[config.mk]
export PLATFORM = sky130hd
export DESIGN_NAME = imem_loader
export DESIGN_NICKNAME = d
export VERILOG_FILES = /design/src/rtl/imem_loader_pkg.sv /design/src/rtl/imem_loader_hold_counter.sv /design/src/rtl/imem_loader.sv
export SDC_FILE = /design/constraint.sdc
export NUM_CORES = 1
export LEC_CHECK = 0
export BUFFER_PORTS_ARGS = -buffer_cell sky130_fd_sc_hd__buf_4
export CAP_MARGIN = 20
export CORE_MARGIN = 3
export CORE_UTILIZATION = 53
export CTS_CLUSTER_DIAMETER = 200
export DETAILED_ROUTE_END_ITERATION = 10
export HOLD_SLACK_MARGIN = 0.15
export PLACE_DENSITY = 0.79
export SYNTH_ARGS = -nofsm -noshare
export SYNTH_HDL_FRONTEND = slang
export SYNTH_HIERARCHICAL = 1
export SYNTH_SLANG_ARGS = --single-unit
[constraint.sdc]
create_clock -name clk -period 3.02 [get_ports clk]
set_input_delay 0.302 -clock clk [delete_from_list [all_inputs] [get_ports clk]]
set_output_delay 0.302 -clock clk [all_outputs]
set_load 0.05 [all_outputs]
[src/rtl/imem_loader_pkg.sv]
// Shared definitions for the instruction memory boot loader.
// State encoding and the NOP word written into the unused memory tail.
package imem_loader_pkg;

  typedef enum logic [2:0] {
    ST_IDLE = 3'd0,
    ST_LOAD = 3'd1,
    ST_FILL = 3'd2,
    ST_HOLD = 3'd3,
    ST_RUN  = 3'd4,
    ST_ERR  = 3'd5
  } loader_state_t;

  localparam logic [15:0] NOP_WORD = 16'h0000;

endpackage

[src/rtl/imem_loader_hold_counter.sv]
// Loadable down-counter that times how long the core is kept in reset
// after loading; zero marks the cycle in which the release may happen.
module hold_counter #(
  parameter int CNT_W = 3
) (
  input  logic             clk,
  input  logic             reset_n,
  input  logic             load,
  input  logic [CNT_W-1:0] load_value,
  input  logic             enable,
  output logic             zero
);

  logic [CNT_W-1:0] count;

  always_ff @(posedge clk or negedge reset_n) begin
    if (!reset_n) begin
      count <= '0;
    end else if (load) begin
      count <= load_value;
    end else if (enable && (count != '0)) begin
      count <= count - CNT_W'(1);
    end
  end

  assign zero = (count == '0);

endmodule

[src/rtl/imem_loader.sv]
// Boot-time program loader: streams words into instruction memory from
// address 0, zero-fills the tail, then releases the core from reset.
module imem_loader
  import imem_loader_pkg::*;
#(
  parameter int ADDR_W      = 8,
  parameter int DATA_W      = 16,
  parameter int HOLD_CYCLES = 4
) (
  input  logic              clk,
  input  logic              reset_n,
  input  logic              start,
  input  logic              in_valid,
  input  logic [DATA_W-1:0] in_data,
  input  logic              in_last,
  output logic              in_ready,
  output logic              imem_we,
  output logic [ADDR_W-1:0] imem_addr,
  output logic [DATA_W-1:0] imem_wdata,
  output logic              cpu_reset,
  output logic              done,
  output logic              error,
  output logic [ADDR_W:0]   word_count
);

  localparam int CNT_W = (HOLD_CYCLES < 1) ? 1 : $clog2(HOLD_CYCLES + 1);
  localparam logic [ADDR_W-1:0] PTR_MAX = {ADDR_W{1'b1}};
  localparam logic [ADDR_W:0]   WC_MAX  = {1'b1, {ADDR_W{1'b0}}};

  loader_state_t state, state_d;
  logic [ADDR_W-1:0] ptr, ptr_d;
  logic [ADDR_W:0]   wc_d;
  logic              we_d, cpu_reset_d, done_d, error_d;
  logic [ADDR_W-1:0] addr_d;
  logic [DATA_W-1:0] wdata_d;
  logic              hold_load, hold_zero, handshake;

  assign in_ready  = (state == ST_LOAD);
  assign handshake = in_valid && in_ready;

  always_ff @(posedge clk or negedge reset_n) begin
    if (!reset_n) begin
      state      <= ST_IDLE;
      ptr        <= '0;
      word_count <= '0;
      imem_we    <= 1'b0;
      imem_addr  <= '0;
      imem_wdata <= '0;
      cpu_reset  <= 1'b1;
      done       <= 1'b0;
      error      <= 1'b0;
    end else begin
      state      <= state_d;
      ptr        <= ptr_d;
      word_count <= wc_d;
      imem_we    <= we_d;
      imem_addr  <= addr_d;
      imem_wdata <= wdata_d;
      cpu_reset  <= cpu_reset_d;
      done       <= done_d;
      error      <= error_d;
    end
  end

  // All registered outputs are computed here so each has a single next value.
  always_comb begin
    state_d     = state;
    ptr_d       = ptr;
    wc_d        = word_count;
    we_d        = 1'b0;
    addr_d      = imem_addr;
    wdata_d     = imem_wdata;
    cpu_reset_d = cpu_reset;
    done_d      = done;
    error_d     = error;
    hold_load   = 1'b0;

    case (state)
      ST_IDLE, ST_RUN, ST_ERR: begin
        if (start) begin
          state_d     = ST_LOAD;
          ptr_d       = '0;
          wc_d        = '0;
          error_d     = 1'b0;
          done_d      = 1'b0;
          cpu_reset_d = 1'b1;
        end
      end
      ST_LOAD: begin
        if (handshake) begin
          we_d    = 1'b1;
          addr_d  = ptr;
          wdata_d = in_data;
          ptr_d   = ptr + ADDR_W'(1);
          if (word_count != WC_MAX) begin
            wc_d = word_count + (ADDR_W+1)'(1);
          end
          // A final word landing in the top slot leaves nothing to zero-fill.
          if (in_last) begin
            if (ptr == PTR_MAX) begin
              state_d   = ST_HOLD;
              hold_load = 1'b1;
            end else begin
              state_d = ST_FILL;
            end
          end else if (ptr == PTR_MAX) begin
            state_d = ST_ERR;
            error_d = 1'b1;
          end
        end
      end
      ST_FILL: begin
        we_d    = 1'b1;
        addr_d  = ptr;
        wdata_d = DATA_W'(NOP_WORD);
        ptr_d   = ptr + ADDR_W'(1);
        if (ptr == PTR_MAX) begin
          state_d   = ST_HOLD;
          hold_load = 1'b1;
        end
      end
      ST_HOLD: begin
        if (hold_zero) begin
          state_d     = ST_RUN;
          cpu_reset_d = 1'b0;
          done_d      = 1'b1;
        end
      end
      default: begin
        state_d = ST_IDLE;
      end
    endcase
  end

  hold_counter #(
    .CNT_W(CNT_W)
  ) u_hold_counter (
    .clk        (clk),
    .reset_n    (reset_n),
    .load       (hold_load),
    .load_value (CNT_W'(HOLD_CYCLES)),
    .enable     (state == ST_HOLD),
    .zero       (hold_zero)
  );

endmodule
Word-level counts from Yosys, hierarchy flattened

Index checks and enable logic that the tools add are counted.

Register bits: 51
Input bits: 21
Output and inout bits: 38
Word-level logic and storage cells: 82

Add/sub/neg operators: 3
Equal/unequal tests: 15
Mux-type cells: 37
Reduce and logical (&&, ||, !) cells: 17

Operators by type and width:

| cell                | number |
|---|---|
| $pmux 16 s2         | 1 |
| $mux 9              | 3 |
| $mux 3              | 8 |
| $mux 8              | 3 |
| $pmux 8 s3          | 1 |
| $pmux 9 s2          | 1 |
| $mux 16             | 1 |
| $pmux 8 s2          | 1 |
| $mux 1              | 12 |
| $pmux 3 s4          | 1 |
| $pmux 1 s2          | 5 |
| $reduce_and 5->1    | 2 |
| $add 9x1->9 const B | 1 |
| $ne 9x9->1 const B  | 1 |
| $add 8x1->8 const B | 1 |
| $eq 8x8->1 const B  | 1 |
| $ne 2x2->1 const B  | 4 |
| $reduce_bool 2->1   | 4 |
| $eq 3x2->1 const B  | 2 |
| $eq 3x3->1 const B  | 2 |
| $logic_not 3->1     | 2 |
| $ne 2x1->1 const B  | 3 |
| $reduce_and 3->1    | 2 |
| $reduce_bool 3->1   | 2 |
| 7 further kinds     | 8 |

Logic depth before layout (Yosys ltp)

Gate-level depths: netlist of the first run.

Depth after elaboration: 6
Depth in mapped cells: 9
Mapped depth without buffers: 6

By module

The synthesis of the first run kept the hierarchy.

By module, submodules not included:

| module       | times used | cells each | area each (um^2) | seq. area each (um^2) |
|---|---|---|---|---|
| imem_loader  | 1          | 215        | 2296.0           | 1202.4 |
| hold_counter | 1          | 19         | 207.7            | 75.1 |

Worst setup path after synthesis of the first run

OpenSTA, ideal clock, no wires.

Path type: reg2reg
Start: reg state[2]
End: reg u_hold_counter.count[0]
Library setup time: 0.126 ns
Arrival time: 1.958 ns
Required time: 2.894 ns
Slack: 0.936 ns
Cell stages (with the launch flop): 10
Buffers on the path: 4
Period minus slack after synthesis: 2.084 ns
Path through: dfrtp_1 > buf_4 > nand4bb_4 > o21a_1 > buf_2 > buf_4 > a211oi_2 > buf_6 > and2b_4 > a221o_1

Word-level cells in the longest chain between the ends: 5
Elaborated cells on any way between the ends: 9
Those cells by class: eq/ne: 3; mux: 3; reduce/logical: 3

RTL lines:

| item                                               | RTL line                             | text |
|---|---|---|
| from (decl)                                        | imem_loader.sv:30                    | `loader_state_t state, state_d;` |
| from (signal assigned)                             | imem_loader.sv:53                    | `state <= state_d;` |
| $eq 3x1->1                                         | imem_loader.sv:38, imem_loader.sv:78 |  |
| $logic_and 1x1->1                                  | imem_loader.sv:39                    | `assign handshake = in_valid && in_ready;` |
| $mux 1                                             | imem_loader.sv:90                    | `if (handshake) begin` |
| $pmux 1 s2 *                                       | imem_loader.sv:78                    | `case (state)` |
| via hold_load                                      | imem_loader.sv:36                    | `logic hold_load, hold_zero, handshake;` |
| $mux 3 / $reduce_bool 2->1 (equally long branches) | -                                    |  |
| to (signal assigned)                               | imem_loader_hold_counter.sv:20       | `count <= load_value;` |
| to (signal assigned)                               | imem_loader_hold_counter.sv:22       | `count <= count - CNT_W'(1);` |
| to (decl)                                          | imem_loader_hold_counter.sv:14       | `logic [CNT_W-1:0] count;` |

Mark *: on every way through the listed nets, which the timed path passes. The rest lies on a longest branch.
A chain may end at the register's enable or synchronous reset.

Worst setup path in the final report of the first run

Start: reg state[1]
End: reg u_hold_counter.count[0]

Same word-level chain as after synthesis.

==> run summary, run 1 <==
R2R depth: 5
Tcrit/Tclk final: 75.5%
WP buf/inv: 0
PD cells: 1220 nW/um2
final setup TNS: 0 ps
synth warn: 6
fin. max-slew vios: 0
Least-Margin Pin Slew: 617 ps
CP Capture Type: flop
dpl hpwl: 3630 um
simple-gate share of the synthesized area: 19.7%
hold wc startpoint: in_data[5]
pin count of the biggest net entering global routing: 52
vias in the first global route: 1810
leakage dissipation: 1.50 nW
multi-input logic area: 1110 um2
cell with the most instances after synthesis: dfrtp_1
Max Cap Viol: 0
sequential share of the synthesized area: 51.0%
post-synthesis mux area share: 0.850%
Hold WS: 222 ps
Chip Width: 74.7 um
Syn Inst Count: 234
CTS tree: done
reg2reg setup slack: 740 ps
largest family of logic cells by synthesized area: compound AO/OA/AOI/OAI gates
FP Rows: 24
WL final: 5140 um
die outline height: 74.7 um
# IOs: 59
vias after detailed routing: 1957
share of the synthesized area in the top cell type: 50.0%
Worst setup SP type: flop
first-pass GRT wire length: 8250 um
slowest CP cell: dfrtp_1
CP cell instances: nand2b_1, o21a_1, a211oi_2, and2b_4, a221o_1
Hold Crit Class: in2reg
largest area contributor in the netlist: dfrtp_1
kind of critical path: reg2reg
number of detailed-route iterations in the first pass: 4
initial antenna violation count: 0
mapped cell area: 2500 um2
layout cells sized above 1: 27.4%
CP max FO: 19
Num Clock Sinks: 51
Avg Synthesized Cell Area: 10.7 um2
Post-synth EDFFs: 0
Synth Area in Adders: 2.50%
# setup viols final: 0
clock root cell: clkbuf_8
post-CTS setup buffers: 0
worst skew pair latency: 300 ps
end of the worst hold path: imem_wdata[5]
fmax: 439 MHz
per-cell routed wire length: 15.0 um
drt initial violations: 120
Worst VDD drop: 0.535 mV
Synth top cells by count: dfrtp_1, nand2_1, a22o_1
Global Route Usage Sum: 19.2%
compound-cell area share of the yosys netlist: 20.0%
Top FF cell, synth: dfrtp_1
Initial Utilization: 56.3%
final worst path period need: 2280 ps
RSZ-0062 raised after global routing: no
required time worst endpoint: 3210 ps
Yosys reg bits: 51
Hold Crit Depth: 2
die area: 5580 um2
Post-CTS Resized: 0
Final Power: 0.00375 W
core box area: 4440 um2
worst reg2reg path startpoint: state[1]
H-tree depth: 2
final hold vios: 0
max_slew headroom: 58.9%
Filler cells: 331
Clock transition at path regs: 90 ps
Worst path top cell family by delay: compound AO/OA/AOI/OAI gates
outcome: complete, no violations
area growth from synthesis to final layout: 22.9%
Distinct cells, synth: 57
Final #Nets: 317
skew final: 3.15 ps
ys async rst share: 100%
RD Place Congestion: 0.789
Port Buffers: 58
Vias/cell: 5.69
Worst Path Arrival: 2470 ps
R2R Path End: u_hold_counter/count[0]
Register Area: 1280 um2
DRT antenna net count: 0
CTS Hold Bufs: 1
xor/xnor share of the synthesized area: 0.700%
Antenna diodes: 0
crit-path max cell delay: 710 ps
grt ovf: 0
CTS buffer count: 5
residual DRC count: 0
Bufs on Longest Clock Path: 2
top post-synthesis cells by area: dfrtp_1, a22o_1, nand2_1
==> flip-flops by register name (all words and copies together) (netlist names) <==
name                  cells
error                     1
cpu_reset                 1
imem_we                   1
ptr                       8
imem_addr                 8
state                     3
u_hold_counter/count      3
done                      1
imem_wdata               16
word_count                9
==> worst max path at each step <==
stage               startpoint                      end  slack (ps)  depth (start not counted)
floorplan             state[2]  u_hold_counter/count[0]         940                          9
finish                state[1]  u_hold_counter/count[0]         740                          5
global placement      state[1]  u_hold_counter/count[0]         860                          5
CTS                   state[1]  u_hold_counter/count[0]         750                          5
global route          state[1]  u_hold_counter/count[0]         570                          5
detailed placement    state[1]  u_hold_counter/count[0]         760                          5
==> placed cells by master, fill, tap and decap left out, types with 3 or more instances in the layout <==
cell,n
nand2b_1,7
conb_1,3
a221o_1,4
nand2_1,37
a22o_1,17
o21ai_0,7
inv_1,7
o31ai_1,4
and3_1,4
ha_1,5
clkbuf_8,5
nor4b_1,3
a31oi_1,6
nor2_1,5
buf_4,60
o21ai_1,4
dfrtp_1,50
nor3_1,6
nand3_1,4
nor2b_1,4
a21oi_1,8
==> cell type report <==
type,instances,area share [%]
clock buffer,5,2.24
clock inverter,3,2.20
inverter,8,0.976
multi-input combinational,164,36.0
sequential,51,41.5
tap,52,2.11
timing repair buffer,61,15.0
==> worst reg2reg max path, delay by kind of cell, from the launching register on <==
family           cells  cell delay, ps
AO/OA/AOI/OAI        3             980
flip-flops           1             710
AND/OR/NAND/NOR      2             480
==> kinds of logic after synthesis <==
family,count (synthesis)
flip-flops,51
AO/OA/AOI/OAI,66
XOR/XNOR,2
buffers and inverters,20
AND/OR/NAND/NOR,86
adder cells (fa/ha/maj),5
multiplexers,2
other,2
==> metal layers <==
layer  global-route usage (%)  vias up  share of wire [%]  routed length [um]
met4                     5.93        0                1.2                  64
met1                     24.7      928                 47                2410
li1                         -      972                  -                   -
met2                     32.1       50                 46                2370
met3                     4.67        7                5.8                 297
met5                        0        -                  0                   0
==> power by group <==
group | internal, W | switching [W] | total (W)
logic | 0.000704 | 0.00131 | 0.00201
registers | 0.000942 | 0.000247 | 0.00119
clock network | 0.000330 | 0.000219 | 0.000549
total | 0.00198 | 0.00177 | 0.00375
==> stage by stage <==
stage	instances	worst slack [ps]	utilization (%)	instance area [um2]
4_1_cts	344	751	69.2	3080
6_report	344	741	69.2	3080
2_1_floorplan	235	936	-	2510
3_3_place_gp	335	865	65.9	2930
5_1_grt	344	572	69.2	3080
3_5_place_dp	335	755	65.9	2930
No activity file was read; power rests on OpenSTA's default activity.
==> inputs of run 2 (changes only) <==
--- a/config.mk
+++ b/config.mk
@@ -8,11 +8,11 @@
 export BUFFER_PORTS_ARGS = -buffer_cell sky130_fd_sc_hd__buf_4
 export CAP_MARGIN = 20
 export CORE_MARGIN = 3
-export CORE_UTILIZATION = 53
+export CORE_UTILIZATION = 48
 export CTS_CLUSTER_DIAMETER = 200
 export DETAILED_ROUTE_END_ITERATION = 10
 export HOLD_SLACK_MARGIN = 0.15
-export PLACE_DENSITY = 0.79
+export PLACE_DENSITY = 0.75
 export SYNTH_ARGS = -nofsm -noshare
 export SYNTH_HDL_FRONTEND = slang
 export SYNTH_HIERARCHICAL = 1
==> constraint.sdc (replaced) <==
create_clock -name clk -period 1.9 [get_ports clk]
set_input_delay 0.19 -clock clk [delete_from_list [all_inputs] [get_ports clk]]
set_output_delay 0.19 -clock clk [all_outputs]
set_load 0.05 [all_outputs]
==> run summary, run 2 (synthesis results as in run 1) <==
outcome: complete, no violations
CTS buffer count: 5
pin count of the biggest net entering global routing: 52
post-CTS setup buffers: 0
Worst VDD drop: 0.740 mV
vias after detailed routing: 2169
Reg with most FFs: imem_wdata
DRT antenna net count: 0
most frequent cells in the layout: buf_4, dfrtp_1, nand2_1, dlygate4sd3_1, a22o_1
Vias/cell: 5.60
number of detailed-route iterations in the first pass: 5
Register Area: 1280 um2
CP Capture Type: flop
CP max FO: 28
dpl cells: 361
Antenna diodes: 0
Max Cap Viol: 0
RD Place Congestion: 0.863
die outline height: 78.2 um
Bufs on Longest Clock Path: 2
reg2reg setup slack: 130 ps
most common cell after layout, fill and taps aside: buf_4
Post-Layout Cell Count: 387
R2R depth: 6
Hold Crit Depth: 3
crit-path max cell delay: 450 ps
R2R Path End: ptr[7]
skew final: 3.08 ps
final hold vios: 0
Num Clock Sinks: 51
WL final: 5930 um
FP Rows: 25
grt ovf: 0
# IOs: 59
Largest regs: imem_wdata x16, word_count x9
Global Route Usage Sum: 20.8%
worst skew pair latency: 300 ps
first-pass GRT wire length: 10200 um
CP cell instances: nand4bb_4, o21a_1, buf_6, inv_2, and3_1, a211o_1
Port Buffers: 58
max FFs per register: 16
Clock transition at path regs: 90 ps
core box area: 4880 um2
leakage dissipation: 1.61 nW
die area: 6120 um2
Final #Nets: 345
vias in the first global route: 2037
Initial Utilization: 51.3%
multi-input logic area: 1110 um2
fin. max-slew vios: 0
fmax: 565 MHz
initial antenna violation count: 0
worst reg2reg path startpoint: state[1]
drt initial violations: 151
clock root cell: clkbuf_8
Worst setup SP type: flop
slowest CP cell: dfrtp_1
end of the worst hold path: cpu_reset
kind of critical path: reg2reg
final worst path period need: 1770 ps
CTS tree: done
Least-Margin Pin Slew: 646 ps
Tcrit/Tclk final: 93.2%
dpl hpwl: 3800 um
Filler cells: 384
Hold Crit Class: in2reg
RSZ-0062 raised after global routing: no
max_slew headroom: 56.9%
area growth from synthesis to final layout: 32.7%
H-tree depth: 2
layout cells sized above 1: 28.7%
Chip Width: 78.2 um
Worst Path Arrival: 1960 ps
final setup TNS: 0 ps
per-cell routed wire length: 15.3 um
residual DRC count: 0
required time worst endpoint: 2090 ps
# setup viols final: 0
hold wc startpoint: start
PD cells: 1800 nW/um2
[run 2: metal layers]
metal	part of all wire (%)	track usage [%]
met1	44	28.4
met2	48	33.5
met3	6.5	4.70
met4	0.78	5.59
met5	0	0
[run 2: final cells by class]
cell class	instances	area share, %
clock inverters	1	0.226
inverters	8	0.904
multi-input cells	164	33.4
flip-flops and latches	51	38.5
clock buffers	7	2.90
well taps	67	2.52
repair buffers	89	21.6
[run 2: how the worst max path moves through the flow]
stage          startpoint                      end  cells past startpoint
2_1_floorplan    state[1]  u_hold_counter/count[0]                      9
3_3_place_gp     state[1]                   ptr[7]                      6
3_5_place_dp     state[1]                   ptr[7]                      6
4_1_cts          state[1]                   ptr[7]                      6
5_1_grt          state[1]                   ptr[7]                      6
6_report         state[1]                   ptr[7]                      6
[run 2: timing repair]
| item | 4_1_cts | 5_1_grt |
|---|---|---|
| gates resized for setup | 0 | 2 |
| setup endpoints to repair | 0 | 2 |
| endpoints found under the hold margin | 67 | 0 |
| hold buffers | 18 | 0 |
[run 2: through the flow]
| stage | worst slack, ps | power, W | instance area, um2 | util [%] | hold WS, ps |
|---|---|---|---|---|---|
| floorplan | -140 | 0.00438 | 2520 | - | -106 |
| global placement | 106 | 0.00519 | 3030 | 62.1 | 253 |
| detailed placement | 72.7 | 0.00524 | 3030 | 62.1 | 257 |
| CTS | 57.2 | 0.00597 | 3320 | 67.9 | 209 |
| global route | 7.67 | 0.00639 | 3320 | 68.1 | 216 |
| finish | 129 | 0.00598 | 3320 | 68.1 | 217 |
[run 2: power breakdown]
group / internal (W) / switching, W
registers: 0.00150 / 0.000319
clock network: 0.000331 / 0.000340
logic: 0.00127 / 0.00222
total: 0.00310 / 0.00288
[run 2: critical path: cells and delay by family, from the launching register on]
| family | cells | cell delay [ps] |
|---|---|---|
| DFF | 1 | 450 |
| AOI/OAI and AO/OA | 2 | 420 |
| and+or+nand+nor | 2 | 390 |
| buffers and inverters | 2 | 390 |
